[config.mk]
export PLATFORM = sky130hd
export DESIGN_NAME = complex_mixer_accum
export DESIGN_NICKNAME = d
export VERILOG_FILES = /design/src/rtl/complex_mixer_accum.sv
export SDC_FILE = /design/constraint.sdc
export NUM_CORES = 2
export LEC_CHECK = 0
export ABC_AREA = 1
export BUFFER_PORTS_ARGS = -buffer_cell sky130_fd_sc_hd__buf_2
export CAP_MARGIN = 5
export CELL_PAD_IN_SITES_DETAIL_PLACEMENT = 0
export CELL_PAD_IN_SITES_GLOBAL_PLACEMENT = 1
export CORE_AREA = 10 10 418 420
export CTS_CLUSTER_SIZE = 8
export DETAILED_ROUTE_END_ITERATION = 8
export DIE_AREA = 0 0 428 430
export PLACE_DENSITY = 0.79
export REMOVE_ABC_BUFFERS = 1
export SLEW_MARGIN = 20
export SYNTH_ARGS = -nofsm -noshare
export SYNTH_HDL_FRONTEND = slang
export SYNTH_SLANG_ARGS = --single-unit
export TNS_END_PERCENT = 1
[constraint.sdc]
create_clock -name clk -period 10.41 [get_ports clk]
set_clock_uncertainty 0.2 [all_clocks]
set_input_delay 1.041 -clock clk [delete_from_list [all_inputs] [get_ports clk]]
set_output_delay 1.041 -clock clk [all_outputs]
set_load 0.05 [all_outputs]
[src/rtl/complex_mixer_accum.sv]
// Time-interleaved multi-channel complex MAC in 3-multiplier form, integrating acc_len samples per channel.
// Define CMIX_ACC_SATURATE_EN for clamped accumulation with a sticky per-frame ovf flag.
module complex_mixer_accum #(
    parameter  int AWIDTH  = 16,
    parameter  int BWIDTH  = 18,
    parameter  int SIZEOUT = 48,
    parameter  int NCHAN   = 4,
    parameter  int CNTW    = 16,
    localparam int CHW     = (NCHAN > 1) ? $clog2(NCHAN) : 1
) (
    input  logic                      clk,
    input  logic                      rst,
    input  logic                      sync,
    input  logic [CNTW-1:0]           acc_len,
    input  logic                      in_valid,
    input  logic signed [AWIDTH-1:0]  ar,
    input  logic signed [AWIDTH-1:0]  ai,
    input  logic signed [BWIDTH-1:0]  br,
    input  logic signed [BWIDTH-1:0]  bi,
    output logic                      out_valid,
    output logic [CHW-1:0]            out_chan,
    output logic signed [SIZEOUT-1:0] pr,
    output logic signed [SIZEOUT-1:0] pi,
    output logic                      ovf
);
    localparam int STAGES = 5;
    localparam int NACC   = 2 ** CHW;
    localparam int AW1    = AWIDTH + 1;
    localparam int BW1    = BWIDTH + 1;
    localparam int PW     = AWIDTH + BWIDTH + 1;
    localparam int PPW    = PW + 1;

    logic [CHW-1:0]  ch_cnt, ch_cur;
    logic [CNTW-1:0] smp_cnt, smp_cur, len_q, len_eff, len_cur;
    logic            frame_start, first_in, last_in;

    // sync in the same cycle as in_valid makes that sample channel 0, sample 0
    always_comb begin
        len_eff     = (acc_len == '0) ? CNTW'(1) : acc_len;
        ch_cur      = sync ? '0 : ch_cnt;
        smp_cur     = sync ? '0 : smp_cnt;
        frame_start = (ch_cur == '0) && (smp_cur == '0);
        len_cur     = frame_start ? len_eff : len_q;
        first_in    = (smp_cur == '0);
        last_in     = (smp_cur == len_cur - CNTW'(1));
    end

    always_ff @(posedge clk) begin
        if (rst) begin
            ch_cnt  <= '0;
            smp_cnt <= '0;
            len_q   <= CNTW'(1);
        end else if (in_valid) begin
            if (frame_start) len_q <= len_eff;
            if (ch_cur == CHW'(NCHAN - 1)) begin
                ch_cnt  <= '0;
                smp_cnt <= last_in ? '0 : smp_cur + CNTW'(1);
            end else begin
                ch_cnt  <= ch_cur + CHW'(1);
                smp_cnt <= smp_cur;
            end
        end else if (sync) begin
            ch_cnt  <= '0;
            smp_cnt <= '0;
        end
    end

    logic [STAGES:1]   vld_pipe, last_pipe;
    logic [STAGES-1:1] first_pipe;
    logic [CHW-1:0]    chan_pipe [1:STAGES];

    // sync kills older samples still in flight; the entering sample is kept
    always_ff @(posedge clk) begin
        if (rst) begin
            vld_pipe   <= '0;
            last_pipe  <= '0;
            first_pipe <= '0;
            for (int s = 1; s <= STAGES; s++) chan_pipe[s] <= '0;
        end else begin
            vld_pipe[1]   <= in_valid;
            last_pipe[1]  <= last_in;
            first_pipe[1] <= first_in;
            chan_pipe[1]  <= ch_cur;
            for (int s = 2; s <= STAGES; s++) begin
                vld_pipe[s]  <= vld_pipe[s-1] & ~sync;
                last_pipe[s] <= last_pipe[s-1];
                chan_pipe[s] <= chan_pipe[s-1];
            end
            for (int s = 2; s < STAGES; s++) first_pipe[s] <= first_pipe[s-1];
        end
    end

    logic signed [AWIDTH-1:0] ar1, ai1, ar2, ai2;
    logic signed [BWIDTH-1:0] br1, bi1, bi2;
    logic signed [AW1-1:0]    dri2;
    logic signed [BW1-1:0]    bd2, bs2;
    logic signed [PW-1:0]     m1_3, m2_3, m3_3;
    logic signed [PPW-1:0]    pr4, pi4;

    always_ff @(posedge clk) begin
        ar1  <= ar;
        ai1  <= ai;
        br1  <= br;
        bi1  <= bi;
        dri2 <= AW1'(ar1) - AW1'(ai1);
        bd2  <= BW1'(br1) - BW1'(bi1);
        bs2  <= BW1'(br1) + BW1'(bi1);
        ar2  <= ar1;
        ai2  <= ai1;
        bi2  <= bi1;
        m1_3 <= PW'(bd2) * PW'(ar2);
        m2_3 <= PW'(bs2) * PW'(ai2);
        m3_3 <= PW'(dri2) * PW'(bi2);
        pr4  <= PPW'(m1_3) + PPW'(m3_3);
        pi4  <= PPW'(m2_3) + PPW'(m3_3);
    end

    logic signed [SIZEOUT-1:0] acc_re [NACC];
    logic signed [SIZEOUT-1:0] acc_im [NACC];
    logic signed [SIZEOUT-1:0] old_re, old_im, nxt_re, nxt_im;

`ifdef CMIX_ACC_SATURATE_EN
    localparam int SW = ((SIZEOUT > PPW) ? SIZEOUT : PPW) + 1;

    // {clamped, value}: out of range when the bits above the result sign disagree
    function automatic logic [SIZEOUT:0] clamp(input logic signed [SW-1:0] s);
        if (s[SW-1:SIZEOUT-1] == {(SW-SIZEOUT+1){s[SW-1]}}) return {1'b0, s[SIZEOUT-1:0]};
        return {1'b1, s[SW-1], {(SIZEOUT-1){~s[SW-1]}}};
    endfunction

    logic          ovf_re, ovf_im, old_ovf;
    logic [NACC-1:0] ovf_acc;

    always_comb begin
        old_re           = first_pipe[4] ? '0 : acc_re[chan_pipe[4]];
        old_im           = first_pipe[4] ? '0 : acc_im[chan_pipe[4]];
        old_ovf          = first_pipe[4] ? 1'b0 : ovf_acc[chan_pipe[4]];
        {ovf_re, nxt_re} = clamp(SW'(old_re) + SW'(pr4));
        {ovf_im, nxt_im} = clamp(SW'(old_im) + SW'(pi4));
    end

    always_ff @(posedge clk) begin
        if (rst) begin
            ovf_acc <= '0;
            ovf     <= 1'b0;
        end else begin
            if (vld_pipe[4] && !sync) ovf_acc[chan_pipe[4]] <= old_ovf | ovf_re | ovf_im;
            if (vld_pipe[STAGES] && last_pipe[STAGES]) ovf <= ovf_acc[chan_pipe[STAGES]];
        end
    end
`else
    always_comb begin
        old_re = first_pipe[4] ? '0 : acc_re[chan_pipe[4]];
        old_im = first_pipe[4] ? '0 : acc_im[chan_pipe[4]];
        nxt_re = old_re + SIZEOUT'(pr4);
        nxt_im = old_im + SIZEOUT'(pi4);
    end

    assign ovf = 1'b0;
`endif

    always_ff @(posedge clk) begin
        if (rst) begin
            for (int c = 0; c < NACC; c++) begin
                acc_re[c] <= '0;
                acc_im[c] <= '0;
            end
        end else if (vld_pipe[4] && !sync) begin
            acc_re[chan_pipe[4]] <= nxt_re;
            acc_im[chan_pipe[4]] <= nxt_im;
        end
    end

    // output register reads the accumulator one cycle after its final update
    always_ff @(posedge clk) begin
        if (rst) begin
            out_valid <= 1'b0;
            out_chan  <= '0;
            pr        <= '0;
            pi        <= '0;
        end else begin
            out_valid <= vld_pipe[STAGES] & last_pipe[STAGES];
            if (vld_pipe[STAGES] && last_pipe[STAGES]) begin
                out_chan <= chan_pipe[STAGES];
                pr       <= acc_re[chan_pipe[STAGES]];
                pi       <= acc_im[chan_pipe[STAGES]];
            end
        end
    end
endmodule

==> results.txt <==
status -> finished, final reports clean
DP Cell Count -> 11700
initial DRC count -> 4199
Slew HR -> 25.3%
Max-Cap Viols -> 0
Layout fillers -> 15800
worst-path cell chain -> nand2_1, fa_1, inv_1, fa_1, inv_1, fa_1, inv_1, fa_1, fa_1, inv_1, fa_1, inv_1, ha_1, a21o_1, or2_2, nand2_1, o21bai_1, a21oi_1, o21ai_0, a21boi_0, o21ai_0, xor2_1
Syn Std Cell Area -> 79500 sq um
Fmax achieved -> 143 MHz
clock-pin slew on the worst setup and hold paths -> 0.05 ns
num rows -> 150
Detail Placement HPWL -> 170000 microns
Worst Path Arrival -> 7.46 ns
DRC Markers -> 0
post-CTS resize count -> 0
Final ANT Viol Nets -> 0
wire per inst -> 19.0 microns
Pre-antenna DRT Iters -> 5
actual slew at the worst max-slew pin -> 1.12 ns
final worst path period share -> 67.3%
grt total ovfl -> 0
clock sink count -> 890
Die ar. -> 184000 sq um
mean post-synth cell area -> 8.21 sq um
WS Path Type -> reg -> reg
DR vias/cell -> 5.20
Layout Nets -> 11100
cell taking the most area after synthesis -> fa_1
ratio of cells with drive above 1 in the final layout -> 4.97%
number of global-route vias before repair -> 64000
first-pass GRT wire length -> 358000 microns
Yosys Warn Count -> 0
Fin Hold WS -> 0.132 ns
Final min period -> 7.01 ns
Yosys reg bits -> 890
Final WS setup -> 3.40 ns
Root Buffer -> clkbuf_16
Vias -> 61900
HP Class -> in -> reg
Synth top area share -> 23.3%
Req. time, crit path -> 10.86 ns
sequential area share after synthesis -> 27.3%
Final Wtd Congestion -> 0.937
Final Hold Viols -> 0
gr usage total -> 24.5%
Setup WS pre-CTS -> 3.12 ns
setup violators final -> 0
Inserted Clock Buffers -> 132
fin. max-slew vios -> 0
startpoint types -> register
Starting Density -> 47.8%
PortBufs -> 186
TritonCTS clock tree -> yes
worst-path cell with the longest stage delay -> dfxtp_1
die width -> 428 microns
htree depth -> 4
CP Capture Type -> register
crit path max fanout -> 16
Largest stage delay, worst path -> 0.88 ns
RSZ-0062 raised after global routing -> false
total wire length -> 226000 microns
number of enable flip-flop cells after synthesis -> 384
setup bufs post-CTS -> 0
Buf/Inv on CP -> 5
number of antenna violations at the first check in global routing -> 5
asr flop ratio synth -> 0%
synth top area cells -> fa_1 (23%), edfxtp_1 (15%), dfxtp_1 (13%), inv_1 (11%), nand2_1 (7.9%)
Mapped Cells -> 9676
Post-CTS Hold Buffers -> 0
Top Family by Delay on Critical Path -> adder cells
largest net degree at the start of global routing -> 140
Ports -> 188
most common flop cell mapped by yosys -> dfxtp_1
Die Ht -> 430 microns
core region area -> 166000 sq um
clock latency at the later pin of the worst-skew pair -> 0.83 ns
Area growth, synth to finish -> 8.22%
Non-Filler Instances -> 11900
Most common cell on crit path -> fa_1
post-synth cell types -> 55
Max clock buf depth -> 3
-- synth_stat cells (3+ instances only) --
| library cell | n |
|---|---|
| a211oi_1 | 6 |
| a21boi_0 | 23 |
| a21o_1 | 19 |
| a21oi_1 | 658 |
| a221oi_1 | 8 |
| a31oi_1 | 63 |
| and3_1 | 3 |
| buf_1 | 56 |
| buf_4 | 5 |
| buf_6 | 3 |
| clkbuf_1 | 380 |
| clkinv_1 | 5 |
| dfxtp_1 | 506 |
| edfxtp_1 | 384 |
| fa_1 | 926 |
| ha_1 | 484 |
| inv_1 | 2244 |
| inv_2 | 5 |
| nand2_1 | 1670 |
| nand2_2 | 4 |
| nand2_4 | 3 |
| nand3_1 | 227 |
| nand3b_1 | 4 |
| nand4_1 | 45 |
| nor2_1 | 690 |
| nor2_2 | 10 |
| nor2_4 | 4 |
| nor3_1 | 79 |
| nor4_1 | 16 |
| o211ai_1 | 298 |
| o21a_1 | 26 |
| o21ai_0 | 418 |
| o21ai_1 | 11 |
| o21bai_1 | 11 |
| o221ai_1 | 10 |
| o31ai_1 | 8 |
| or2_2 | 33 |
| xnor2_1 | 101 |
| xor2_1 | 205 |
-- worst register-to-register path, cell delays in order (launching register included) --
cell      delay, ns
dfxtp_1        0.88
nand2_1        0.20
fa_1           0.59
inv_1          0.06
fa_1           0.50
inv_1          0.05
fa_1           0.52
inv_1          0.05
fa_1           0.45
fa_1           0.49
inv_1          0.05
fa_1           0.47
inv_1          0.04
ha_1           0.34
a21o_1         0.22
or2_2          0.27
nand2_1        0.20
o21bai_1       0.14
a21oi_1        0.25
o21ai_0        0.19
a21boi_0       0.38
o21ai_0        0.17
xor2_1         0.16
-- stage by stage --
stage | instance area, sq um | setup TNS, ns | utilization [%]
after floorplan | 77700 | -614.82 | -
after global placement | 81900 | 0 | 49.3
final | 86000 | 0 | 51.7
after CTS | 86000 | 0 | 51.7
after global routing | 86000 | 0 | 51.7
after detailed placement | 81900 | 0 | 49.3
-- cells in the final DEF (no fill, tap or decap), types with 79 or more instances in the layout --
cell type / count
edfxtp_1: 384
xnor2_1: 101
o211ai_1: 298
a21oi_1: 658
buf_2: 186
nor2_1: 689
clkbuf_16: 132
ha_1: 484
fa_1: 926
nor3_1: 79
xor2_1: 205
dfxtp_1: 501
o21ai_0: 417
inv_1: 2242
nand2_1: 1665
nand3_1: 226
-- flip-flops by register name, indices dropped and copies added, names as in the netlist, 5 cells and up --
register   count
ar2           16
bi2           18
pr            48
smp_cnt       16
last_pipe      5
vld_pipe       5
chan_pipe     10
ai2           16
br1           18
pi            48
dri2          17
m3_3          35
pi4           36
bd2           18
acc_re       192
bs2           19
acc_im       192
len_q         16
m1_3          35
pr4           36
m2_3          35
bi1           18
ar1           16
ai1           16
-- worst paths after layout --
| path | cells past startpoint | slack, ns | end | from |
|---|---|---|---|---|
| min | 1 | 0.13 | ar1[10]$_DFF_P_ | ar[10] |
| min reg2reg | 0 | 0.16 | ai2[13]$_DFF_P_ | ai1[13]$_DFF_P_ |
| max | 22 | 3.40 | m2_3[31]$_DFF_P_ | bs2[7]$_DFF_P_ |
| max reg2reg | 22 | 3.40 | m2_3[31]$_DFF_P_ | bs2[7]$_DFF_P_ |
-- final cells by class --
cell class              instances  area [sq um]  share of cell area [%]
multi-input cells            6087         47700                    55.4
flip-flops and latches        890         21700                    25.2
inverters                    2254          8470                    9.85
clock buffers                 202          3670                    4.26
well taps                    2204          2760                    3.21
repair buffers                241          1360                    1.58
clock inverters                16           380                   0.442
diodes                          2          5.00                 0.00582
-- cell families after synthesis --
kind of cell | Yosys count | share of synthesized area, %
AND/OR/NAND/NOR | 2792 | 14.1
buffers and inverters | 2699 | 12.8
AO/OA/AOI/OAI | 1578 | 11.5
adder cells (fa/ha/maj) | 1410 | 30.9
flip-flops | 890 | 27.3
XOR/XNOR | 306 | 3.37
other | 1 | 0.00472
-- layer usage --
| layer | GRT usage, % | vias to the layer above | share of wire, % | wire, microns |
|---|---|---|---|---|
| met5 | 0 | - | 0.017 | 39 |
| met1 | 31.2 | 29900 | 42 | 95800 |
| met3 | 3.44 | 419 | 5.6 | 12500 |
| met2 | 41.2 | 1725 | 47 | 106000 |
| met4 | 11.3 | 6 | 5.0 | 11200 |
| li1 | - | 29800 | - | - |
Power is not shown: default switching activity piles up to over one toggle a cycle in this logic, so the estimate is an artifact.
